**src/rtl/warpse_pkg.sv**
```systemverilog
// Shared definitions for the accelerator CPLD: PDS arbiter state encoding
// and default arbitration constants.
package warpse_pkg;

  typedef enum logic [2:0] {
    IDLE     = 3'd0,
    REQ      = 3'd1,
    WAITIDLE = 3'd2,
    OWN      = 3'd3,
    REL      = 3'd4
  } arb_state_t;

  localparam int unsigned ARB_IDLE_CYCLES    = 3;
  localparam int unsigned ARB_TIMEOUT_CYCLES = 4096;

endpackage

```
**src/rtl/pds_arb_sync2.sv**
```systemverilog
// Two-flop synchronizer for asynchronous PDS pin readbacks; resets to the
// inactive (high) level so active-low pins read as deasserted out of reset.
module sync2 (
  input  logic clk,
  input  logic rst_n,
  input  logic d,
  output logic q
);

  logic meta;

  always_ff @(posedge clk or negedge rst_n) begin
    if (!rst_n) begin
      meta <= 1'b1;
      q    <= 1'b1;
    end else begin
      meta <= d;
      q    <= meta;
    end
  end

endmodule

```
**src/rtl/pds_arb.sv**
```systemverilog
// PDS bus arbiter: 68000 BR/BG/BGACK handshake, idle-bus qualification and
// release sequencing. Optional grant timeout flag under PDS_ARB_TIMEOUT_EN.
module pds_arb
  import warpse_pkg::*;
#(
  parameter int unsigned IDLE_CYCLES    = ARB_IDLE_CYCLES,
  parameter int unsigned TIMEOUT_CYCLES = ARB_TIMEOUT_CYCLES,
  parameter int unsigned CNTW           = 12
) (
  input  logic CLK,
  input  logic nRES,
  input  logic nBG_IOB,
  input  logic nAS_IOBin,
  input  logic nBGACKin,
  input  logic RelReq,
  input  logic Busy,
  output logic nBR_IOB,
  output logic nBGACK_IOB,
  output logic AoutOE,
  output logic Owned,
  output logic ArbFail
);

`ifdef PDS_ARB_TIMEOUT_EN
  localparam bit TIMEOUT_EN = 1'b1;
`else
  localparam bit TIMEOUT_EN = 1'b0;
`endif

  localparam logic [CNTW-1:0] IDLE_MATCH    = CNTW'(IDLE_CYCLES);
  localparam logic [CNTW-1:0] TIMEOUT_MATCH = CNTW'(TIMEOUT_CYCLES - 1);

  logic bg_s, as_s, bgack_s;

  sync2 u_sync_bg    (.clk(CLK), .rst_n(nRES), .d(nBG_IOB),   .q(bg_s));
  sync2 u_sync_as    (.clk(CLK), .rst_n(nRES), .d(nAS_IOBin), .q(as_s));
  sync2 u_sync_bgack (.clk(CLK), .rst_n(nRES), .d(nBGACKin),  .q(bgack_s));

  arb_state_t      state, state_d;
  logic [CNTW-1:0] cnt, cnt_d;
  logic            nbr, nbr_d;
  logic            nbgack, nbgack_d;
  logic            aout, aout_d;
  logic            owned;
  logic            fail, fail_d;

  always_comb begin
    state_d  = state;
    cnt_d    = cnt;
    nbr_d    = nbr;
    nbgack_d = nbgack;
    aout_d   = aout;
    fail_d   = fail;
    case (state)
      IDLE: begin
        nbr_d = 1'b1;
        cnt_d = '0;
        if (!RelReq) begin
          state_d = REQ;
          nbr_d   = 1'b0;
        end
      end
      REQ: begin
        nbr_d = 1'b0;
        if (cnt != '1) cnt_d = cnt + CNTW'(1);
        if (TIMEOUT_EN && (cnt >= TIMEOUT_MATCH)) fail_d = 1'b1;
        // Release outranks a grant arriving in the same cycle.
        if (RelReq) begin
          state_d = IDLE;
          nbr_d   = 1'b1;
          cnt_d   = '0;
        end else if (!bg_s) begin
          state_d = WAITIDLE;
          cnt_d   = '0;
        end
      end
      WAITIDLE: begin
        nbr_d = 1'b0;
        // Grant withdrawal outranks completion of the idle count.
        if (bg_s) begin
          state_d = REQ;
          cnt_d   = '0;
        end else if (cnt == IDLE_MATCH) begin
          state_d  = OWN;
          nbgack_d = 1'b0;
          cnt_d    = '0;
        end else if (as_s && bgack_s) begin
          cnt_d = cnt + CNTW'(1);
        end else begin
          cnt_d = '0;
        end
      end
      OWN: begin
        nbgack_d = 1'b0;
        nbr_d    = 1'b1;
        if (RelReq && !Busy) begin
          state_d = REL;
          cnt_d   = '0;
        end else begin
          aout_d = 1'b1;
        end
      end
      REL: begin
        nbr_d = 1'b1;
        // Counter doubles as the release phase: drivers off first, then /BGACK.
        if (cnt == '0) begin
          aout_d = 1'b0;
          cnt_d  = CNTW'(1);
        end else begin
          nbgack_d = 1'b1;
          state_d  = IDLE;
          cnt_d    = '0;
        end
      end
      default: begin
        state_d  = IDLE;
        cnt_d    = '0;
        nbr_d    = 1'b1;
        nbgack_d = 1'b1;
        aout_d   = 1'b0;
      end
    endcase
  end

  always_ff @(posedge CLK or negedge nRES) begin
    if (!nRES) begin
      state  <= IDLE;
      cnt    <= '0;
      nbr    <= 1'b1;
      nbgack <= 1'b1;
      aout   <= 1'b0;
      owned  <= 1'b0;
      fail   <= 1'b0;
    end else begin
      state  <= state_d;
      cnt    <= cnt_d;
      nbr    <= nbr_d;
      nbgack <= nbgack_d;
      aout   <= aout_d;
      owned  <= aout_d;
      fail   <= fail_d;
    end
  end

  assign nBR_IOB    = nbr;
  assign nBGACK_IOB = nbgack;
  assign AoutOE     = aout;
  assign Owned      = owned;
  assign ArbFail    = fail;

endmodule

```
**config.mk**
```make
export PLATFORM = sky130hd
export DESIGN_NAME = pds_arb
export DESIGN_NICKNAME = d
export VERILOG_FILES = /design/src/rtl/warpse_pkg.sv /design/src/rtl/pds_arb_sync2.sv /design/src/rtl/pds_arb.sv
export SDC_FILE = /design/constraint.sdc
export NUM_CORES = 1
export LEC_CHECK = 0
export ABC_AREA = 1
export BUFFER_PORTS_ARGS = -buffer_cell sky130_fd_sc_hd__buf_2
export CORE_UTILIZATION = 40
export DETAILED_ROUTE_END_ITERATION = 8
export PLACE_DENSITY = 0.62
export SYNTH_ARGS = -nofsm -noshare
export SYNTH_HDL_FRONTEND = slang
export SYNTH_SLANG_ARGS = --single-unit
```
**constraint.sdc**
```tcl
create_clock -name CLK -period 3.3 [get_ports CLK]
set_input_delay 0.33 -clock CLK [delete_from_list [all_inputs] [get_ports CLK]]
set_output_delay 0.33 -clock CLK [all_outputs]
set_load 0.05 [all_outputs]
```
==> impl_metrics.yaml, run 1 <==
run_status:
  outcome: "finished clean"
pwr:
  switchingPower_uw: 431
  combPwrFrac_pct: 39.4
  clockPowerShare_pct: 20.5
  switching_share_pct: 43.2
  p_int_uw: 567
  leakage_nw: 0.853
  power.density_nw_per_um2: 600
  fin_total_pwr_uw: 998
  seqPwrFrac_pct: 40.0
  vdd_drop_max_mv: 0.221
yosys:
  netlist_area_um2: 1530
  ys_seq_area_share_pct: 39.9
  async_flop_share_pct: 100
  ys_ff_latch: 24
  ys_top_cells_by_area: "dfrtp_1, dfstp_2, nand2_1"
  yosys_warnings: 0
  avgSynthCellArea_um2: 7.54
  syn_inst: 203
  synth_flop_cell: "dfrtp_1"
  post-synth-top-area-cell: "dfrtp_1"
  synth.lib_cells_used.distinct: 29
  synth.most_common_cell: "nand2_1"
  yosys.area.top_type_share_pct: 26.1
  syn_nets: 212
  yosys-top-cells-count: "nand2_1, inv_1, nor2_1, dfrtp_1, nand4_1"
  synth_edf_count: 0
clocking:
  root_buffer: "clkbuf_8"
  htreeDepth: 1
  numCtsBuffers: 3
  max-clock-path-buffers: 2
  post_cts_buffers: 0
  cts_tree: "built"
  worst_skew_pair.late_latency_ps: 270
  cts_hold_buf: 0
  cts_resized: 0
  clk_pin_slew_worst_paths_ps: 90
  clock_sinks: 24
placement:
  placed_area_um2: 1610
  dp_hpwl_um: 2420
  port_buffers: 10
  gp_congestion: 0.863
  dp_slack_ps: 1600
  placed_cells: 256
sta:
  worst_pin_slew_ps: 538
  max_slew_margin_pct: 64.1
  max_freq_mhz: 583
  final_hold_viol_count: 0
  setup_viol_count_final: 0
  period_needed_ps: 1710
  slew_violations: 0
  fin_skew_ps: 10.9
  finalCritPeriodShare_pct: 51.9
  setup_slack_ps: 1590
  rsz0062_at_grt: "no"
  fin_setup_tns_ps: 0
  hold_slack_ps: 26.0
setup_path:
  cp.arrival_ps: 1920
  worstSetupEndpointType: "flip-flop"
  worstPathRequired_ps: 3500
  slowest_delay_ps: 440
  cp_common_cell: "nand3_1"
  slowest_stage: "dfrtp_1"
  cp_cell_sequence: "ha_1 -> nand3_1 -> nor2_1 -> xor2_1 -> nand4_1 -> nand3_1"
  start_kind: "flip-flop"
  crit_fanout: 6
  crit_type: "reg2reg"
detailed_routing:
  routedWlPerCell_um: 11.8
  drc: 0
  via_count: 1251
  ant_nets: 0
  viasPerCell: 4.81
  wl_um: 3080
  drt_iter0_drc: 96
  first_pass_iters: 4
global_routing:
  grt-ovfl-total: 0
  antenna_found_initial: 0
  grt_max_degree: 25
  grt_pass1_vias: 1144
  grt_first_pass_wirelength_um: 5430
  track_usage_pct: 17.5
floorplanning:
  dieArea_um2: 4080
  io_pins: 12
  die_width_um: 63.9
  row_count: 22
  start_util_pct: 41.8
  fp.coreArea_um2: 3660
  die_h_um: 63.9
final_layout:
  drive_above_1_share_pct: 17.9
  stdcell_area_um2: 1660
  largest_register_ff_count: 12
  largest_register: "cnt"
  nets: 222
  n_antenna_cell: 0
  reg_top3: "cnt x12, state x3"
  final_util_pct: 45.5
  area_growth_pct: 8.66
  fin_cells: 260
worst_hold_path:
  min_path_type: "in2async"
flow_run:
  max_cap_violations: 0
worst max-delay path, delay by kind of cell (launching register included):
family,cells,cell delay [ps]
xor+xnor,1,230
fa+ha+maj,1,230
flops,1,440
simple gates,4,760
path summary, 6_finish.rpt:
path	from	endpoint	slack [ps]	depth (start not counted)
worst min register to register	u_sync_bgack.meta$_DFF_PN1_	u_sync_bgack.q$_DFF_PN1_	360	0
worst max-delay path	cnt[0]$_DFFE_PN0P_	cnt[6]$_DFFE_PN0P_	1590	6
worst min-delay path	nRES	state[1]$_DFFE_PN0P_	30	1
min in group CLK	nBG_IOB	u_sync_bg.meta$_DFF_PN1_	140	1
worst max register to register	cnt[0]$_DFFE_PN0P_	cnt[6]$_DFFE_PN0P_	1590	6
max in group asynchronous	nRES	cnt[3]$_DFFE_PN0P_	2910	1
cell type report:
type / count / area [um2]
multi-input cells: 135 / 742
well taps: 48 / 60.1
repair buffers: 10 / 50.0
fillers: 384 / 2000
inverters: 39 / 146
clock buffers: 4 / 55.1
flip-flops and latches: 24 / 611
power by group through the flow:
stage | sequential, mW | clock, mW | combinational [mW]
floorplan | 0.457 | 0 | 0.266
global placement | 0.403 | 0 | 0.396
detailed placement | 0.406 | 0 | 0.393
CTS | 0.400 | 0.212 | 0.394
global route | 0.407 | 0.223 | 0.440
finish | 0.400 | 0.205 | 0.393
logic make-up (layout without fill, tap and decap cells):
logic type	after synthesis	count (layout)	share of synthesized area (%)
simple gates	110	110	36.2
buf+inv	44	53	11.7
flops	24	24	39.9
compound gates	19	19	8.66
xor+xnor	3	3	1.72
fa+ha+maj	2	2	1.63
other cells	1	1	0.245
metal layers:
metal | GRT usage, % | share of wire (%)
met5 | 0 | 0
met4 | 5.11 | 1.2
met3 | 3.21 | 4.3
met2 | 26.5 | 43
met1 | 25.3 | 51
layout by cell type, fill, tap and decap left out, drive strengths merged:
master and instances:
dfstp 8, o22ai 2, nand3 17, a21boi 2, xnor2 1, inv 39
o211ai 2, nand3b 2, nand4 16, nand2 49, nor2 23, conb 1
dfrtp 16, o21ai 13, nor3b 1, ha 2, clkbuf 4, xor2 2
buf 10, nor3 2
Power figures use the tool's default switching activity.
==> run 2: changes to the inputs <==
--- a/config.mk
+++ b/config.mk
@@ -9,7 +9,7 @@
 export BUFFER_PORTS_ARGS = -buffer_cell sky130_fd_sc_hd__buf_2
 export CORE_UTILIZATION = 40
 export DETAILED_ROUTE_END_ITERATION = 8
-export PLACE_DENSITY = 0.62
+export PLACE_DENSITY = 0.64
 export SYNTH_ARGS = -nofsm -noshare
 export SYNTH_HDL_FRONTEND = slang
 export SYNTH_SLANG_ARGS = --single-unit
==> constraint.sdc (replaced) <==
create_clock -name CLK -period 1.5 [get_ports CLK]
set_input_delay 0.15 -clock CLK [delete_from_list [all_inputs] [get_ports CLK]]
set_output_delay 0.15 -clock CLK [all_outputs]
set_load 0.05 [all_outputs]
==> run 2 against run 1 <==
Compared with the run above:
- clock-buffer cell count down 1
- sequential power is 120% higher
- sequential cell count stayed put
- core utilization is 8.0 points higher
- clock power rose to 2.8 times the previous value
- cell area up 18%
- routed wire length increased by 11%
- critical endpoint is now cnt[1]$_DFFE_PN0P_
- largest cell class unchanged
==> impl_metrics.yaml, run 2 (synthesis gave the netlist of run 1 again) <==
run_status:
  outcome: "finished clean"
pwr:
  p_int_mw: 1.51
  power.density_nw_per_um2: 1300
  seqPwrFrac_pct: 34.6
  clockPowerShare_pct: 22.7
  vdd_drop_max_mv: 0.592
  switchingPower_mw: 1.02
  leakage_nw: 0.973
  combPwrFrac_pct: 42.7
  switching_share_pct: 40.4
sta:
  finalCritPeriodShare_pct: 96.1
  max_freq_mhz: 693
  rsz0062_at_grt: "yes"
  setup_viol_count_final: 0
  worst_pin_slew_ps: 517
  fin_skew_ps: 8.52
  period_needed_ps: 1440
  fin_setup_tns_ps: 0
  final_hold_viol_count: 0
  slew_violations: 0
  max_slew_margin_pct: 65.5
detailed_routing:
  first_pass_iters: 4
  via_count: 1362
  wl_um: 3420
  drc: 0
  ant_nets: 0
  viasPerCell: 4.80
  routedWlPerCell_um: 12.0
  drt_iter0_drc: 45
global_routing:
  track_usage_pct: 17.8
  grt_pass1_vias: 1212
  grt_first_pass_wirelength_um: 5580
  grt-ovfl-total: 0
  antenna_found_initial: 0
  grt_max_degree: 25
final_layout:
  final_common_cell: "nand2_1"
  nets: 246
  largest_register: "cnt"
  drive_above_1_share_pct: 34.3
  largest_register_ff_count: 12
  reg_top3: "cnt x12, state x3"
  n_antenna_cell: 0
  layout_common_cells: "nand2_1, inv_1, buf_4"
  fin_cells: 284
  area_growth_pct: 27.8
clocking:
  max-clock-path-buffers: 2
  clk_pin_slew_worst_paths_ps: 90
  htreeDepth: 1
  cts_tree: "built"
  numCtsBuffers: 3
  clock_sinks: 24
  worst_skew_pair.late_latency_ps: 270
  root_buffer: "clkbuf_8"
floorplanning:
  io_pins: 12
  fp.coreArea_um2: 3660
  row_count: 22
  start_util_pct: 41.8
  die_h_um: 63.9
  dieArea_um2: 4080
  die_width_um: 63.9
setup_path:
  cp.arrival_ps: 1640
  crit_type: "reg2reg"
  crit_fanout: 7
  start_kind: "flip-flop"
  worstRegToRegCells: 9
  worstSetupEndpointType: "flip-flop"
  worstPathRequired_ps: 1700
flow_run:
  max_cap_violations: 0
placement:
  gp_congestion: 0.873
  placed_cells: 272
  dp_hpwl_um: 2580
  port_buffers: 10
worst_hold_path:
  hold_path_depth: 4
  min_path_type: "in2reg"
run 2: changes by cell type in the layout (fill, tap and decap cells not counted), sizes merged:
| cell | previous run | this run |
|---|---|---|
| clkbuf | 4 | 3 |
| buf | 10 | 30 |
| bufinv | 0 | 1 |
| dlygate4sd3 | 0 | 4 |
run 2: area by class of cell:
| class | count | area, um2 |
|---|---|---|
| fill | 352 | 1700 |
| multi-input combinational | 135 | 820 |
| sequential | 24 | 619 |
| timing repair buffer | 34 | 240 |
| inverter | 39 | 146 |
| tap | 48 | 60.1 |
| clock buffer | 3 | 41.3 |
| clock inverter | 1 | 30.0 |
run 2: timing repair:
item | CTS | global route
pin swaps | 1 | 6
setup endpoints to repair | 5 | 14
hold buffers | 4 | 0
resized for setup | 2 | 22
buffers inserted | 0 | 4
endpoints found under the hold margin | 19 | 0
run 2: final timing paths:
path | start | to | slack (ps)
max in group asynchronous | nRES | cnt[2]$_DFFE_PN0P_ | 740
min reg2reg | u_sync_bg.meta$_DFF_PN1_ | u_sync_bg.q$_DFF_PN1_ | 360
max | cnt[1]$_DFFE_PN0P_ | cnt[1]$_DFFE_PN0P_ | 60
min in group asynchronous | nRES | state[1]$_DFFE_PN0P_ | 380
min | RelReq | state[1]$_DFFE_PN0P_ | 230
max reg2reg | cnt[1]$_DFFE_PN0P_ | cnt[1]$_DFFE_PN0P_ | 60
run 2: layer usage:
metal | GRT usage (%) | up-vias | wire length (um) | part of all wire, %
li1 | - | 713 | - | -
met1 | 24.2 | 628 | 1720 | 50
met2 | 29.5 | 19 | 1610 | 47
met3 | 2.14 | 2 | 60 | 1.8
met4 | 5.11 | 0 | 20 | 0.59
met5 | 0 | - | 0 | 0
run 2: power groups by stage:
stage | Clock [mW] | Combinational [mW] | Sequential (mW)
3_3_place_gp | 0 | 1.01 | 0.869
4_1_cts | 0.591 | 1.03 | 0.868
5_1_grt | 0.613 | 1.18 | 0.897
2_1_floorplan | 0 | 0.585 | 1.01
6_report | 0.575 | 1.08 | 0.878
3_5_place_dp | 0 | 1.01 | 0.874
run 2: stage by stage:
step	area, um2	setup WS, ps	hold slack [ps]	power (mW)	utilization, %
floorplan	1550	14.4	-146	1.59	-
global placement	1740	9.42	162	1.88	47.6
detailed placement	1740	-57.5	168	1.88	47.6
CTS	1870	-5.26	230	2.49	51.1
global route	1960	-31.6	255	2.69	53.5
finish	1960	57.8	230	2.53	53.5
run 2: critical path: stages (launching register included):
cell	delay, ps
dfrtp_2	430
ha_4	170
nand3_4	90
nor3_4	230
nand2_4	120
nand2_4	120
nand2_2	50
nand2_1	60
inv_1	40
nor2_2	70
